**src/rtl/mac_row_os_collector.sv**
```systemverilog
// rtl/mac_row_os_collector.sv - captures skewed per-column OS psums, buffers full rows, streams them column by column
module mac_row_os_collector #(
  parameter int psum_bw = 16,
  parameter int col     = 8,
  parameter int ROWS    = 2
) (
  input  logic                       clk,
  input  logic                       reset,
  input  logic [psum_bw*col-1:0]     os_out,
  input  logic [col-1:0]             os_valid,
  output logic [psum_bw-1:0]         out_data,
  output logic [$clog2(col)-1:0]     out_col,
  output logic                       out_last,
  output logic                       out_valid,
  input  logic                       out_ready,
  output logic                       collect_ready,
  output logic [col-1:0]             slot_valid,
  output logic                       overflow,
  output logic [7:0]                 row_cnt
);

  localparam int CW = $clog2(col);
  localparam int PW = $clog2(ROWS);
  localparam int NW = $clog2(ROWS + 1);
  localparam logic [CW-1:0] LAST_COL = CW'(col - 1);
  localparam logic [NW-1:0] ROWS_C   = NW'(ROWS);

  typedef enum logic {S_IDLE, S_SEND} state_t;

  state_t              r_state;
  state_t              w_state_nxt;
  logic [psum_bw-1:0]  r_slot [col];
  logic [col-1:0]      r_slot_valid;
  logic [psum_bw-1:0]  r_row_buf [ROWS][col];
  logic [PW-1:0]       r_wr_ptr;
  logic [PW-1:0]       r_rd_ptr;
  logic [NW-1:0]       r_count;
  logic [CW-1:0]       r_col_cnt;
  logic [7:0]          r_row_cnt;
  logic                r_overflow;

  logic                w_push;
  logic                w_fire;
  logic                w_pop;
  logic [NW-1:0]       w_count_nxt;

  // A full set of slots moves into the row buffer only if there is room before this edge
  assign w_push      = (&r_slot_valid) && (r_count < ROWS_C);
  assign w_fire      = (r_state == S_SEND) && out_ready;
  assign w_pop       = w_fire && (r_col_cnt == LAST_COL);
  assign w_count_nxt = r_count + NW'(w_push) - NW'(w_pop);

  // Capture slots: a strobe on a slot that is being promoted refills it instead of overflowing
  always_ff @(posedge clk) begin
    if (!reset) begin
      for (int i = 0; i < col; i++) r_slot[i] <= '0;
      r_slot_valid <= '0;
      r_overflow   <= 1'b0;
    end else begin
      for (int i = 0; i < col; i++) begin
        if (os_valid[i] && (w_push || !r_slot_valid[i]))
          r_slot[i] <= os_out[psum_bw*i +: psum_bw];
      end
      r_slot_valid <= w_push ? os_valid : (r_slot_valid | os_valid);
      if (|(os_valid & r_slot_valid & ~{col{w_push}}))
        r_overflow <= 1'b1;
    end
  end

  // Row buffer write on promotion
  always_ff @(posedge clk) begin
    if (!reset) begin
      for (int r = 0; r < ROWS; r++)
        for (int i = 0; i < col; i++) r_row_buf[r][i] <= '0;
    end else if (w_push) begin
      for (int i = 0; i < col; i++) r_row_buf[r_wr_ptr][i] <= r_slot[i];
    end
  end

  // Ring pointers, occupancy, column counter and drained-row counter
  always_ff @(posedge clk) begin
    if (!reset) begin
      r_wr_ptr  <= '0;
      r_rd_ptr  <= '0;
      r_count   <= '0;
      r_col_cnt <= '0;
      r_row_cnt <= '0;
    end else begin
      r_count <= w_count_nxt;
      if (w_push) r_wr_ptr <= r_wr_ptr + PW'(1);
      if (w_fire) r_col_cnt <= w_pop ? '0 : r_col_cnt + CW'(1);
      if (w_pop) begin
        r_rd_ptr  <= r_rd_ptr + PW'(1);
        r_row_cnt <= r_row_cnt + 8'd1;
      end
    end
  end

  // Drain FSM state register
  always_ff @(posedge clk) begin
    if (!reset) r_state <= S_IDLE;
    else        r_state <= w_state_nxt;
  end

  // Drain FSM next state: keep streaming across row boundaries while rows remain
  always_comb begin
    w_state_nxt = r_state;
    case (r_state)
      S_IDLE: if (r_count != '0) w_state_nxt = S_SEND;
      S_SEND: if (w_pop && (w_count_nxt == '0)) w_state_nxt = S_IDLE;
      default: w_state_nxt = S_IDLE;
    endcase
  end

  // Stream outputs come straight from registered state, so they hold under backpressure
  always_comb begin
    out_valid = (r_state == S_SEND);
    out_data  = '0;
    out_col   = '0;
    out_last  = 1'b0;
    if (out_valid) begin
      out_data = r_row_buf[r_rd_ptr][r_col_cnt];
      out_col  = r_col_cnt;
      out_last = (r_col_cnt == LAST_COL);
    end
  end

  assign collect_ready = (r_count < ROWS_C);
  assign slot_valid    = r_slot_valid;
  assign overflow      = r_overflow;
  assign row_cnt       = r_row_cnt;

endmodule

```
**config.mk**
```make
export PLATFORM = sky130hd
export DESIGN_NAME = mac_row_os_collector
export DESIGN_NICKNAME = d
export VERILOG_FILES = /design/src/rtl/mac_row_os_collector.sv
export SDC_FILE = /design/constraint.sdc
export NUM_CORES = 1
export LEC_CHECK = 0
export CAP_MARGIN = 40
export CORE_ASPECT_RATIO = 1.25
export CORE_UTILIZATION = 61
export DETAILED_ROUTE_END_ITERATION = 7
export PLACE_DENSITY = 0.85
export SLEW_MARGIN = 15
export SYNTH_ARGS = -nofsm -noshare
export SYNTH_HDL_FRONTEND = slang
export SYNTH_SLANG_ARGS = --single-unit
```
**constraint.sdc**
```tcl
create_clock -name clk -period 31 [get_ports clk]
set_input_delay 3.1 -clock clk [delete_from_list [all_inputs] [get_ports clk]]
set_output_delay 3.1 -clock clk [all_outputs]
set_load 0.01 [all_outputs]
```
==> results of run 1 <==
## cell families (layout without fill, tap and decap cells)
family / after synthesis / count (layout) / share of synthesized area
adders and majority gates: 5 / 5 / 0.00356
and+or+nand+nor: 505 / 505 / 0.172
xor gates and xnor gates: 9 / 9 / 0.00449
AOI/OAI and AO/OA: 86 / 86 / 0.0332
muxes: 112 / 112 / 0.0767
buffers and inverters: 99 / 282 / 0.0235
DFF: 410 / 410 / 0.687
## layout make-up
class,count,area (um2),share of cell area
flip-flops and latches,410,12100,0.574
multi-input cells,717,5120,0.244
repair buffers,199,2100,0.100
clock buffers,47,1050,0.0499
well taps,355,444,0.0211
clock inverters,23,193,0.00917
inverters,13,48.8,0.00232
## tightest hold or removal path, delay by kind of cell (launching register included)
kind,cells,cell delay (ns)
compound gates,1,0.04
flops,1,0.33
simple gates,1,0.07
## power by group
| group | total (mW) | internal, mW | switching [mW] |
|---|---|---|---|
| logic | 0.0546 | 0.0264 | 0.0283 |
| clock network | 0.467 | 0.267 | 0.200 |
| registers | 0.645 | 0.631 | 0.0142 |
| total | 1.17 | 0.925 | 0.242 |
## through the flow
| step | power (mW) | hold WS (ns) |
|---|---|---|
| after floorplan | 0.674 | 0.481 |
| after global placement | 0.706 | 0.462 |
| after detailed placement | 0.710 | 0.465 |
| after CTS | 1.17 | 0.484 |
| after global routing | 1.20 | 0.549 |
| final | 1.17 | 0.478 |
## cells in the final DEF (no fill, tap or decap), types with 4 or more instances in the layout
cell	synthesis	routed
a21oi_1	13	13
a221oi_1	8	8
a22oi_1	40	40
and2_1	262	262
and3_1	135	135
buf_16	0	7
buf_4	3	12
clkbuf_1	57	6
clkbuf_16	0	41
clkdlybuf4s50_1	0	176
clkinv_1	1	9
clkinv_2	0	8
dfxtp_1	26	25
edfxtp_1	384	384
ha_1	5	5
inv_1	11	11
mux2i_1	94	94
mux4_2	18	18
nand2_1	45	44
nand2b_1	8	8
nand3_1	19	19
nand4_1	4	4
nor2_1	16	16
nor3_1	4	4
o21ai_0	17	16
o31ai_1	6	6
xnor2_1	7	7
## state kept, by name, indices dropped and copies added, names as in the netlist, named ones only
name        flops
r_count         2
r_slot        128
overflow        1
slot_valid      8
r_col_cnt       3
row_cnt         8
r_rd_ptr        1
r_wr_ptr        1
out_valid       1
r_row_buf     256
## metal layers
metal | wire [um] | GRT usage | part of all wire | vias up
met5 | 11 | 0 | 0.00026 | -
met1 | 14800 | 0.348 | 0.35 | 5395
met3 | 3630 | 0.0508 | 0.085 | 107
li1 | - | - | - | 4818
met2 | 22400 | 0.520 | 0.52 | 628
met4 | 2030 | 0.145 | 0.047 | 2
## worst max path at each step
stage / end / cells past startpoint / slack (ns)
3_3_place_gp: out_data[1] / 5 / 24.53
6_report: out_data[0] / 8 / 24.36
4_1_cts: out_data[0] / 7 / 24.06
2_1_floorplan: r_row_buf[0][0]$_SDFFCE_PN0P_ / 4 / 20.19
3_5_place_dp: out_data[1] / 6 / 24.78
5_1_grt: out_data[0] / 8 / 24.25
==> out/metrics.cfg, run 1 <==
[clock_network]
cts_setup_buffers = 0
path_clk_slew_ns = 0.07
cts_buffers = 40
cts_buffer_depth = 3
cts_root_buf = clkbuf_16
insertion_delay_ns = 0.53
clock_sinks = 410
ctsHoldBuffers = 0
cts_tree = done
cts_resized = 0
htreeDepth = 2

[critical_path]
required_ns = 27.90
worst_r2r_path_depth = 7
cp.arrival_ns = 3.54
critPathCaptureType = primary output
path_cells = buf_16, buf_4, buf_16, mux2i_1, a221oi_1, o21ai_0, nand2_1, clkdlybuf4s50_1
reg2reg_from = slot_valid[2]$_SDFF_PN0_
critPathLaunchType = flip-flop
worst-path-buf-inv = 4
cpPeakStageDelay_ns = 0.57
cp_slowest_cell = dfxtp_4
reg2reg_slack_ns = 28.00
crit_fanout = 46
cp_common_cell = buf_16
cp_top_family = buffers and inverters
r2r_end = r_row_buf[0][111]$_SDFFCE_PN0P_
crit_type = reg -> out

[logic_synthesis]
syn_area_per_cell_um2 = 14.3
synth_top_area_share = 0.657
yosysWarningCount = 0
synth_top_cells_by_area = edfxtp_1 66%, and2_1 9.3%, mux2i_1 5.4%
syn_nets = 1370
synth_edf_count = 384
synth_cells = 1226
seq_area_frac_synth = 0.687
synthesis.area_um2 = 17500
synth_top_area_cell = edfxtp_1
synth.distinct_cells = 37
async_reset_ff_frac = 0
ys.flop_type = edfxtp_1
yosysMostFrequentCell = edfxtp_1
ys_top_cells_by_count = 384 x edfxtp_1, 262 x and2_1, 135 x and3_1
ys_ff_latch = 410

[timing]
rsz0062_at_grt = false
setup_violations = 0
final.period_utilization = 0.214
report.final.slew_viol_count = 0
hold_viol_final = 0
finalWorstSetupSlack_ns = 24.36
relSlewSlack = 0.436
tightest_slew_ns = 0.844
final.setup_skew_ns = 0.0151
tns_ns = 0
max_freq_mhz = 151
period_minus_slack_ns = 6.64

[global_routing]
grt_pass1_wl_mm = 63.3
grt_pass1_vias = 10800
grt_overflow = 0
grt.total_usage = 0.294
antenna_found_initial = 1
grt_max_degree = 91

[die]
io_pins = 178
dieArea_um2 = 29500
initial_core_util = 0.620
core_um2 = 28300
die_h_um = 192
core.rowCount = 69
die_x_um = 154

[drt]
wl_per_cell_um = 24.3
postRouteAntennaNets = 0
vias_per_cell = 6.21
dr.pass1.iters = 7
vias = 11000
first_iter_violations = 1165
drc = 0
wl_mm = 42.9

[power]
power_density_nw_per_um2 = 55.5
leakagePower_nw = 7.99
vdd_drop_max_v = 0.0000488

[cells_and_area]
final_area_um2 = 21000
n_antenna_cell = 0
syn2layout_area_growth_pct = 19.7
fillers = 1720
finalNonFillerCells = 1764
nNetsFinal = 1525
drive_gt1_frac = 0.0767
fin_util = 0.742

[place]
placedCellCount = 1693
placed_cell_area_um2 = 19700
dp_hpwl_mm = 27.5
place_ws_ns = 24.78
port_buffers = 177
gp_congestion = 0.869

[job]
drv_cap = 0

[min_path]
min_path_cells = 2
min_to = overflow$_SDFFE_PN0P_
hold_class = reg -> reg
hold_start = overflow$_SDFFE_PN0P_

[status]
status = finished, final reports clean

Note: power is estimated with default switching activity, not from simulation.
==> inputs of run 2 (changes only) <==
--- a/config.mk
+++ b/config.mk
@@ -7,9 +7,9 @@
 export LEC_CHECK = 0
 export CAP_MARGIN = 40
 export CORE_ASPECT_RATIO = 1.25
-export CORE_UTILIZATION = 61
+export CORE_UTILIZATION = 57
 export DETAILED_ROUTE_END_ITERATION = 7
-export PLACE_DENSITY = 0.85
+export PLACE_DENSITY = 0.8
 export SLEW_MARGIN = 15
 export SYNTH_ARGS = -nofsm -noshare
 export SYNTH_HDL_FRONTEND = slang
==> constraint.sdc (replaced) <==
create_clock -name clk -period 6.5 [get_ports clk]
set_input_delay 0.65 -clock clk [delete_from_list [all_inputs] [get_ports clk]]
set_output_delay 0.65 -clock clk [all_outputs]
set_load 0.01 [all_outputs]
==> run 2 against run 1 <==
  * Power grew to 4.8 times the previous value
  * Non-clock buffer count unchanged
  * Sequential share of layout area barely moved
  * Count of clock-buffer cells in the layout is 2 lower
  * Cell count up 2.6%
  * Global-route usage decreased by 4.3 points
  * Critical path depth fell by 3
  * Flip-flop and latch count is the same
  * Critical path type unchanged
  * Critical endpoint is now out_data[7]
  * Largest cell class unchanged
==> out/metrics.cfg, run 2 (synthesized netlist as in run 1, its figures left out) <==
[die]
die_h_um = 198  ; +3.4%
dieArea_um2 = 31500  ; +6.9%
die_x_um = 159  ; +3.4%
io_pins = 178  ; unchanged
core_um2 = 30200  ; +6.7%
initial_core_util = 0.581  ; -0.0387
core.rowCount = 71  ; +2.9%

[global_routing]
grt_max_degree = 129  ; +42%
grt_pass1_vias = 10400  ; -3.7%
grt_pass1_wl_mm = 59.2  ; -6.6%
grt.total_usage = 0.250  ; -0.0431
grt_overflow = 0  ; unchanged
antenna_found_initial = 0  ; -1

[clock_network]
cts_root_buf = clkbuf_16
cts_setup_buffers = 0  ; unchanged
cts_buffer_depth = 3  ; unchanged
path_clk_slew_ns = 0.06  ; about the same
htreeDepth = 2  ; unchanged
cts_resized = 0  ; unchanged
ctsHoldBuffers = 0  ; unchanged
clock_sinks = 410  ; unchanged
cts_tree = done
insertion_delay_ns = 0.53  ; about the same
cts_buffers = 40  ; unchanged

[cells_and_area]
top_regs = r_row_buf x256, r_slot x128
largest_register = r_row_buf
n_antenna_cell = 0  ; unchanged
largest_register_ffs = 256  ; unchanged
fin_util = 0.696  ; -0.0465
syn2layout_area_growth_pct = 19.7  ; about the same
mostFrequentLayoutCell = edfxtp_1
nNetsFinal = 1525  ; unchanged
final_cell_mix = 384 x edfxtp_1, 262 x and2_1, 176 x clkdlybuf4s50_1
drive_gt1_frac = 0.0788  ; +0.00213

[place]
gp_congestion = 0.813  ; -6.5%
port_buffers = 177  ; unchanged
dp_hpwl_mm = 26.4  ; -3.9%

[power]
combPwrFrac = 0.045  ; -0.002
switching_share = 0.205  ; -0.00272
leakagePower_nw = 7.99  ; about the same
intPower_mw = 4.41  ; +380%
power_density_nw_per_um2 = 264  ; +380%
sequentialPowerShare = 0.554  ; about the same
vdd_drop_max_v = 0.000177  ; +260%
pwr-share-clk = 0.401  ; about the same
p_sw_mw = 1.14  ; +370%

[timing]
hold_viol_final = 0  ; unchanged
period_minus_slack_ns = 4.11
rsz0062_at_grt = false
relSlewSlack = 0.447  ; +0.0112
setup_violations = 0  ; unchanged
max_freq_mhz = 243
tns_ns = 0  ; unchanged
final.period_utilization = 0.632
report.final.slew_viol_count = 0  ; unchanged
final.setup_skew_ns = 0.00705  ; -0.00807 ns
timing.hold.ws_ns = 0.501  ; +0.0225 ns
tightest_slew_ns = 0.827  ; -0.0168 ns

[critical_path]
cp.arrival_ns = 3.46  ; -0.08 ns
r2r_end = out_valid$_SDFF_PN0_
cp_slowest_cell = dfxtp_4
crit_fanout = 33  ; -28%
worst_r2r_path_depth = 11  ; +4
reg2reg_from = r_col_cnt[1]$_SDFFE_PN0P_
critPathLaunchType = flip-flop
worst-path-buf-inv = 2  ; -2
required_ns = 5.85  ; -22.05 ns
cp.depth = 5  ; -3
crit_type = reg -> out
cp_top_family = buffers and inverters
path_cells = buf_4, mux4_2, o2111ai_1, nand2_1, clkdlybuf4s50_1
setup.worst_path.end = out_data[7]
critPathCaptureType = primary output
reg2reg_slack_ns = 3.53  ; -24.47 ns
cpPeakStageDelay_ns = 0.69  ; +0.12 ns

[drt]
vias_per_cell = 5.79  ; -6.8%
drc = 0  ; unchanged
vias = 10500  ; -4.4%
dr.pass1.iters = 5  ; -2
wl_per_cell_um = 21.8  ; -10%
wl_mm = 39.4  ; -8.0%
postRouteAntennaNets = 0  ; unchanged
first_iter_violations = 1117  ; -4.1%

[status]
status = finished, final reports clean

[min_path]
hold_class = reg -> reg
min_path_cells = 2  ; unchanged

[job]
drv_cap = 0  ; unchanged

run 2: metrics by stage:
step / total power [mW] / setup slack, ns / std cells / area, um2
after floorplan: 3.21 / 1.62 / 1226 / 17600
after global placement: 3.36 / 2.59 / 1732 / 19600
after detailed placement: 3.38 / 2.93 / 1739 / 19700
after CTS: 5.57 / 2.37 / 1809 / 21000
after global routing: 5.70 / 2.26 / 1810 / 21000
final: 5.54 / 2.39 / 1810 / 21000
run 2: worst min-delay path by stage:
stage                          start               endpoint  slack, ns
4_1_cts        overflow$_SDFFE_PN0P_  overflow$_SDFFE_PN0P_       0.51
6_report       overflow$_SDFFE_PN0P_  overflow$_SDFFE_PN0P_       0.50
3_3_place_gp   overflow$_SDFFE_PN0P_  overflow$_SDFFE_PN0P_       0.48
2_1_floorplan  r_rd_ptr$_SDFFE_PN0P_              flip-flop       0.48
3_5_place_dp   overflow$_SDFFE_PN0P_  overflow$_SDFFE_PN0P_       0.49
5_1_grt                        reset  r_count[1]$_SDFF_PN0_       0.54
run 2: worst min-delay path, stage by stage (launching register included):
cell and delay, ns:
dfxtp_1 0.34, a21oi_1 0.05, nor2_1 0.07
run 2: layer usage:
metal  up-vias  share of wire  track usage
met5         -              0            0
li1       4811              -            -
met4         0          0.043        0.115
met1      5093           0.37        0.305
met3        90          0.071       0.0406
met2       478           0.52        0.440
run 2: cell type report:
| type | instances | area, um2 |
|---|---|---|
| Clock buffer | 45 | 1040 |
| Clock inverter | 25 | 209 |
| Fill cell | 1985 | 9190 |
| Inverter | 13 | 48.8 |
| Multi-Input combinational cell | 717 | 5110 |
| Sequential cell | 410 | 12100 |
| Tap cell | 401 | 502 |
| Timing Repair Buffer | 199 | 2040 |
run 2: power groups by stage:
| stage | registers (mW) | logic, mW | clock network, mW |
|---|---|---|---|
| 6_report | 3.07 | 0.252 | 2.22 |
| 5_1_grt | 3.08 | 0.270 | 2.35 |
| 4_1_cts | 3.07 | 0.253 | 2.24 |
| 3_5_place_dp | 3.12 | 0.252 | 0 |
| 3_3_place_gp | 3.12 | 0.244 | 0 |
| 2_1_floorplan | 3.10 | 0.106 | 0 |
